File: src/rtl/sprite_anim_src.sv
// sprite_anim_src: animated, palette-based sprite source with a 2-cycle registered pipeline.
// Optional build macro SPRITE_ANIM_SCALE2X_EN: draws every texel as a 2x2 block.
module sprite_anim_src #(
  parameter int unsigned   CD        = 12,
  parameter int unsigned   HW        = 4,
  parameter int unsigned   VW        = 4,
  parameter int unsigned   FW        = 2,
  parameter int unsigned   BPP       = 2,
  parameter logic [CD-1:0] KEY_COLOR = '0,
  localparam int unsigned  ADDR      = FW + VW + HW
) (
  input  logic            clk,
  input  logic            reset_n,
  input  logic [10:0]     x,
  input  logic [10:0]     y,
  input  logic [10:0]     x0,
  input  logic [10:0]     y0,
  input  logic [FW-1:0]   frame_sel,
  input  logic            auto_en,
  input  logic [5:0]      ani_div,
  input  logic [FW-1:0]   ani_last,
  input  logic            mirror_x,
  input  logic            mirror_y,
  input  logic            we,
  input  logic [ADDR-1:0] addr_w,
  input  logic [BPP-1:0]  pixel_in,
  input  logic            pal_we,
  input  logic [BPP-1:0]  pal_addr,
  input  logic [CD-1:0]   pal_data,
  output logic [CD-1:0]   sprite_rgb,
  output logic            sprite_hit
);

  localparam int unsigned H_SIZE = 2 ** HW;
  localparam int unsigned V_SIZE = 2 ** VW;
  localparam int unsigned DEPTH  = 2 ** ADDR;
  localparam int unsigned PAL_N  = 2 ** BPP;

  logic [11:0]     xr;
  logic [11:0]     yr;
  logic            in_region;
  logic [HW-1:0]   tx;
  logic [VW-1:0]   ty;
  logic [HW-1:0]   col;
  logic [VW-1:0]   row;
  logic [FW-1:0]   sid;
  logic [ADDR-1:0] addr_r;

  logic [BPP-1:0]  mem [DEPTH];
  logic [CD-1:0]   pal [PAL_N];

  logic [BPP-1:0]  code_d1;
  logic            region_d1;

  logic [10:0]     x_d1;
  logic [5:0]      c_reg;
  logic [FW-1:0]   ani_reg;
  logic            tick;

  // Relative position (12-bit signed so origins near 2047 cannot alias), region test, texel address.
  always_comb begin
    xr = {1'b0, x} - {1'b0, x0};
    yr = {1'b0, y} - {1'b0, y0};
`ifdef SPRITE_ANIM_SCALE2X_EN
    in_region = !xr[11] && !yr[11] && (xr < 12'(2 * H_SIZE)) && (yr < 12'(2 * V_SIZE));
    tx        = xr[HW:1];
    ty        = yr[VW:1];
`else
    in_region = !xr[11] && !yr[11] && (xr < 12'(H_SIZE)) && (yr < 12'(V_SIZE));
    tx        = xr[HW-1:0];
    ty        = yr[VW-1:0];
`endif
    // SIZE-1-t equals bitwise inversion because sizes are powers of two
    col    = mirror_x ? ~tx : tx;
    row    = mirror_y ? ~ty : ty;
    sid    = auto_en ? ani_reg : frame_sel;
    addr_r = {sid, row, col};
  end

  // Sprite RAM write port; contents deliberately survive reset
  always_ff @(posedge clk) begin
    if (we) mem[addr_w] <= pixel_in;
  end

  // Stage 1: registered RAM read (old data on same-address write) and region flag
  always_ff @(posedge clk or negedge reset_n) begin
    if (!reset_n) begin
      code_d1   <= '0;
      region_d1 <= 1'b0;
    end else begin
      code_d1   <= mem[addr_r];
      region_d1 <= in_region;
    end
  end

  // Palette register file; a write lands after the edge, so the same-edge lookup sees the old entry
  always_ff @(posedge clk or negedge reset_n) begin
    if (!reset_n) begin
      for (int unsigned i = 0; i < PAL_N; i++) pal[i] <= '0;
    end else if (pal_we) begin
      pal[pal_addr] <= pal_data;
    end
  end

  // Stage 2: colour lookup, code 0 is always transparent
  always_ff @(posedge clk or negedge reset_n) begin
    if (!reset_n) begin
      sprite_rgb <= KEY_COLOR;
      sprite_hit <= 1'b0;
    end else if (!region_d1 || (code_d1 == '0)) begin
      sprite_rgb <= KEY_COLOR;
      sprite_hit <= 1'b0;
    end else begin
      sprite_rgb <= pal[code_d1];
      sprite_hit <= 1'b1;
    end
  end

  assign tick = (x_d1 == 11'd0) && (x == 11'd1) && (y == 11'd0);

  // Animation: per-frame tick counter and looping frame index (>= tolerates limits lowered mid-run)
  always_ff @(posedge clk or negedge reset_n) begin
    if (!reset_n) begin
      x_d1    <= '0;
      c_reg   <= '0;
      ani_reg <= '0;
    end else begin
      x_d1 <= x;
      if (tick) begin
        if (c_reg >= ani_div) begin
          c_reg   <= '0;
          ani_reg <= (ani_reg >= ani_last) ? '0 : ani_reg + FW'(1);
        end else begin
          c_reg <= c_reg + 6'd1;
        end
      end
    end
  end

endmodule

File: config.mk
export PLATFORM = sky130hd
export DESIGN_NAME = sprite_anim_src
export DESIGN_NICKNAME = d
export VERILOG_FILES = /design/src/rtl/sprite_anim_src.sv
export SDC_FILE = /design/constraint.sdc
export NUM_CORES = 2
export LEC_CHECK = 0
export BUFFER_PORTS_ARGS = -buffer_cell sky130_fd_sc_hd__buf_2
export CELL_PAD_IN_SITES_DETAIL_PLACEMENT = 0
export CELL_PAD_IN_SITES_GLOBAL_PLACEMENT = 1
export CORE_ASPECT_RATIO = 1.25
export CORE_MARGIN = 2
export CORE_UTILIZATION = 30
export DETAILED_ROUTE_END_ITERATION = 16
export GPL_ROUTABILITY_DRIVEN = 0
export PLACE_DENSITY_LB_ADDON = 0.3
export REMOVE_ABC_BUFFERS = 1
export SYNTH_ARGS = -nofsm -noshare
export SYNTH_HDL_FRONTEND = slang
export SYNTH_SLANG_ARGS = --single-unit
File: constraint.sdc
create_clock -name clk -period 2.6 [get_ports clk]
set_input_delay 0 -clock clk [delete_from_list [all_inputs] [get_ports clk]]
set_output_delay 0 -clock clk [all_outputs]
set_load 0.1 [all_outputs]
==> metrics.cfg <==
[yosys]
ys_seq_area_share_pct=71.8
yosys_register_bits=2119
synth_edf_count=2048
synth_top_area_share_pct=69.8
yosys.area.top_type=edfxtp_1
syn_inst=5284
synth_cell_types=72
syn_area_per_cell_sq_um=16.7
synthAdderAreaFrac_pct=0.485
synthSimpleGateAreaFrac_pct=8.26
ys_top_cells_by_area=edfxtp_1 70%, mux4_2 12%, nor2_1 4.5%
ys.flop_type=edfxtp_1
synthMuxAreaShare_pct=14.6
ys_async_sr_fraction_pct=3.35
synth_area_sq_mm=0.0881
synth_xor_area_share_pct=0.297
synth_top_family_by_area=multiplexers
ys.warnings.count=0
synth-compound-area-share_pct=1.98

[finish]
multi_input_area_sq_mm=0.0233
syn_to_final_growth_pct=20.8
largest-register=mem
reg_top3=mem (2048), pal (36), sprite_rgb (12)
final_cell_mix=2048 x edfxtp_1, 1056 x nor2_1, 489 x buf_4, 478 x mux4_2, 416 x nand2_1
finish.utilization_pct=36.4
largest_reg_flops=2048
regArea_sq_mm=0.0633
drive_gt1_share_pct=27.2
instances_no_fill=10000
mostFrequentLayoutCell=edfxtp_1
stdcell_area_sq_mm=0.107
final_nets=6047
fillers=27500

[critical_path]
cp-start-kind=input port
end_kind=flop
arrival_ns=3.72
cp_max_fo=8
path_class=input port to flop
critical-path-top-delay-family=buffers and inverters
regToRegStartpoint=mem[1018][0]
max_stage_delay_ns=0.59
cp_cell_sequence=buf_8, inv_4, ha_4, fa_2, xnor2_4, buf_12, buf_12, buf_4, mux4_2, mux2i_4, o211ai_1, buf_4, o22ai_1, o211ai_1, buf_4, nor4_4, buf_4, o32ai_2, mux2_4
worst_ep_required_time_ns=3.37
path_common_cell=buf_4
r2r_slack_ns=-0.32
crit_slowest_cell=fa_2
r2r_cells=11
r2r-end=code_d1[0]
critical_path_buf_inv_count=8

[worst_hold_path]
worstHoldPathCells=9
min_from=y[1]
min_to=ani_reg[0]
worstHoldPathType=input port to flop

[placement]
port_buffers=99
dp_hpwl_mm=169
placed_area_sq_mm=0.0975
placed_cells=9480

[clock_tree]
cts_tree=yes
clkTransAtPathRegs_ns=0.07
ctsLongestPathBuffers=4
clock_latency_ns=0.88
cts_made_buffers=211
cts_root_buffer=clkbuf_16
clkSinkCount=2119
htreeDepth=4

[status]
violations=negative setup slack
outcome=complete, but fails checks

[global_routing]
grt_overflow=0
grt_pass1_wl_mm=387
grt.total_usage_pct=18.0
grt_pass1_vias=53000
grt_start_max_net_pins=177
antenna_found_initial=8

[sta]
rsz0062_at_grt=yes
finalSetupViolations=2
fmax_mhz=340
maxSlewViolCount=0
setup_ws_ns=-0.344
min_period_ns=2.94
fin_worst_skew_ns=0.0922
hold_viol_final=0
worst_slew_pin_slew_ns=1.07
maxSlewHeadroom_pct=28.7
setup-tns-final_ns=-0.491
fin_crit_sh_pct=113

[die]
die_x_um=489
fp.coreArea_sq_mm=0.292
ios=100
initial_core_util_pct=30.1
die_y_um=610
die_area_sq_mm=0.298
fp-row-count=222

[detailed_routing]
drtPass1Iterations=5
via_count=50300
wl_per_cell_um=27.3
ant_nets=0
drt-total-wl_mm=273
viasPerCell=5.02
drt-initial-drc-count=4357
drc_errors=0

[power_and_ir_drop]
ir_drop_uv=536
finalPower_mw=83.0
cellPowerDensity_mw_per_mm2=779
leakage_nw=34.3

[flow_run]
drv_cap=0

## worst min-delay path: cells and delay by family
kind / cells / cell delay [ns]
simple gates: 4 / 0.36
buf+inv: 3 / 0.37
compound gates: 2 / 0.14
## cell usage after synthesis (24+ instances only)
library cell,instances
mux4_2,477
o22ai_1,24
nand2_1,440
mux4_1,36
ha_1,31
edfxtp_1,2048
a31oi_1,31
and3_1,30
mux2i_1,60
buf_2,79
nor2_1,1059
clkbuf_1,185
nand3_1,111
a21oi_1,60
mux2_2,50
buf_1,63
buf_6,44
nor3_1,39
inv_1,39
dfrtp_1,71
## kinds of logic after synthesis
kind of cell,after synthesis
flip-flops,2119
AND/OR/NAND/NOR,1785
buffers and inverters,439
AO/OA/AOI/OAI,259
XOR/XNOR,26
multiplexers,623
adder cells (fa/ha/maj),33
## per-layer routing
| metal | GRT usage, % | share of wire (%) |
|---|---|---|
| met4 | 5.48 | 3.2 |
| met5 | 0 | 0.013 |
| met1 | 22.2 | 40 |
| met2 | 32.4 | 52 |
| met3 | 2.26 | 4.8 |
## area by class of cell
cell class,instances,share of cell area [%]
Antenna cell,4,0.00940
Clock buffer,256,5.30
Clock inverter,123,1.13
Inverter,39,0.140
Multi-Input combinational cell,2726,21.8
Sequential cell,2119,59.4
Tap cell,3920,4.60
Timing Repair Buffer,830,7.56
## what timing repair did
action / in CTS / in global routing
pin swaps: 20 / 15
resized for setup: 68 / 28
cloned: 3 / 3
hold buffers: 102 / 0
endpoints found under the setup margin: 2 / 3
hold endpoints to repair: 1498 / 0
buffers inserted: 29 / 18
## power by group
group	total, mW	internal (mW)	switching [mW]
logic	14.4	6.62	7.77
registers	37.7	37.6	0.123
clock network	30.9	17.8	13.1
total	83.0	61.9	21.0
## metrics by stage
step | setup slack (ns) | hold slack (ns)
final | -0.344 | 0.0594
after global routing | -0.356 | 0.0576
after CTS | -0.225 | 0.00475
after detailed placement | -1.87 | 0.128
after global placement | -2.25 | 0.133
after floorplan | -16.09 | -0.296
## worst max-delay path by stage
stage | start | to | slack, ns | cells past startpoint
after floorplan | x[0] | code_d1[0] | -16.09 | 11
after global placement | x[0] | code_d1[1] | -2.25 | 17
after detailed placement | x[0] | code_d1[1] | -1.87 | 17
after CTS | x[0] | code_d1[0] | -0.23 | 17
after global routing | x[0] | code_d1[0] | -0.36 | 19
final | x[0] | code_d1[0] | -0.34 | 19
Power figures use the tool's default switching activity.
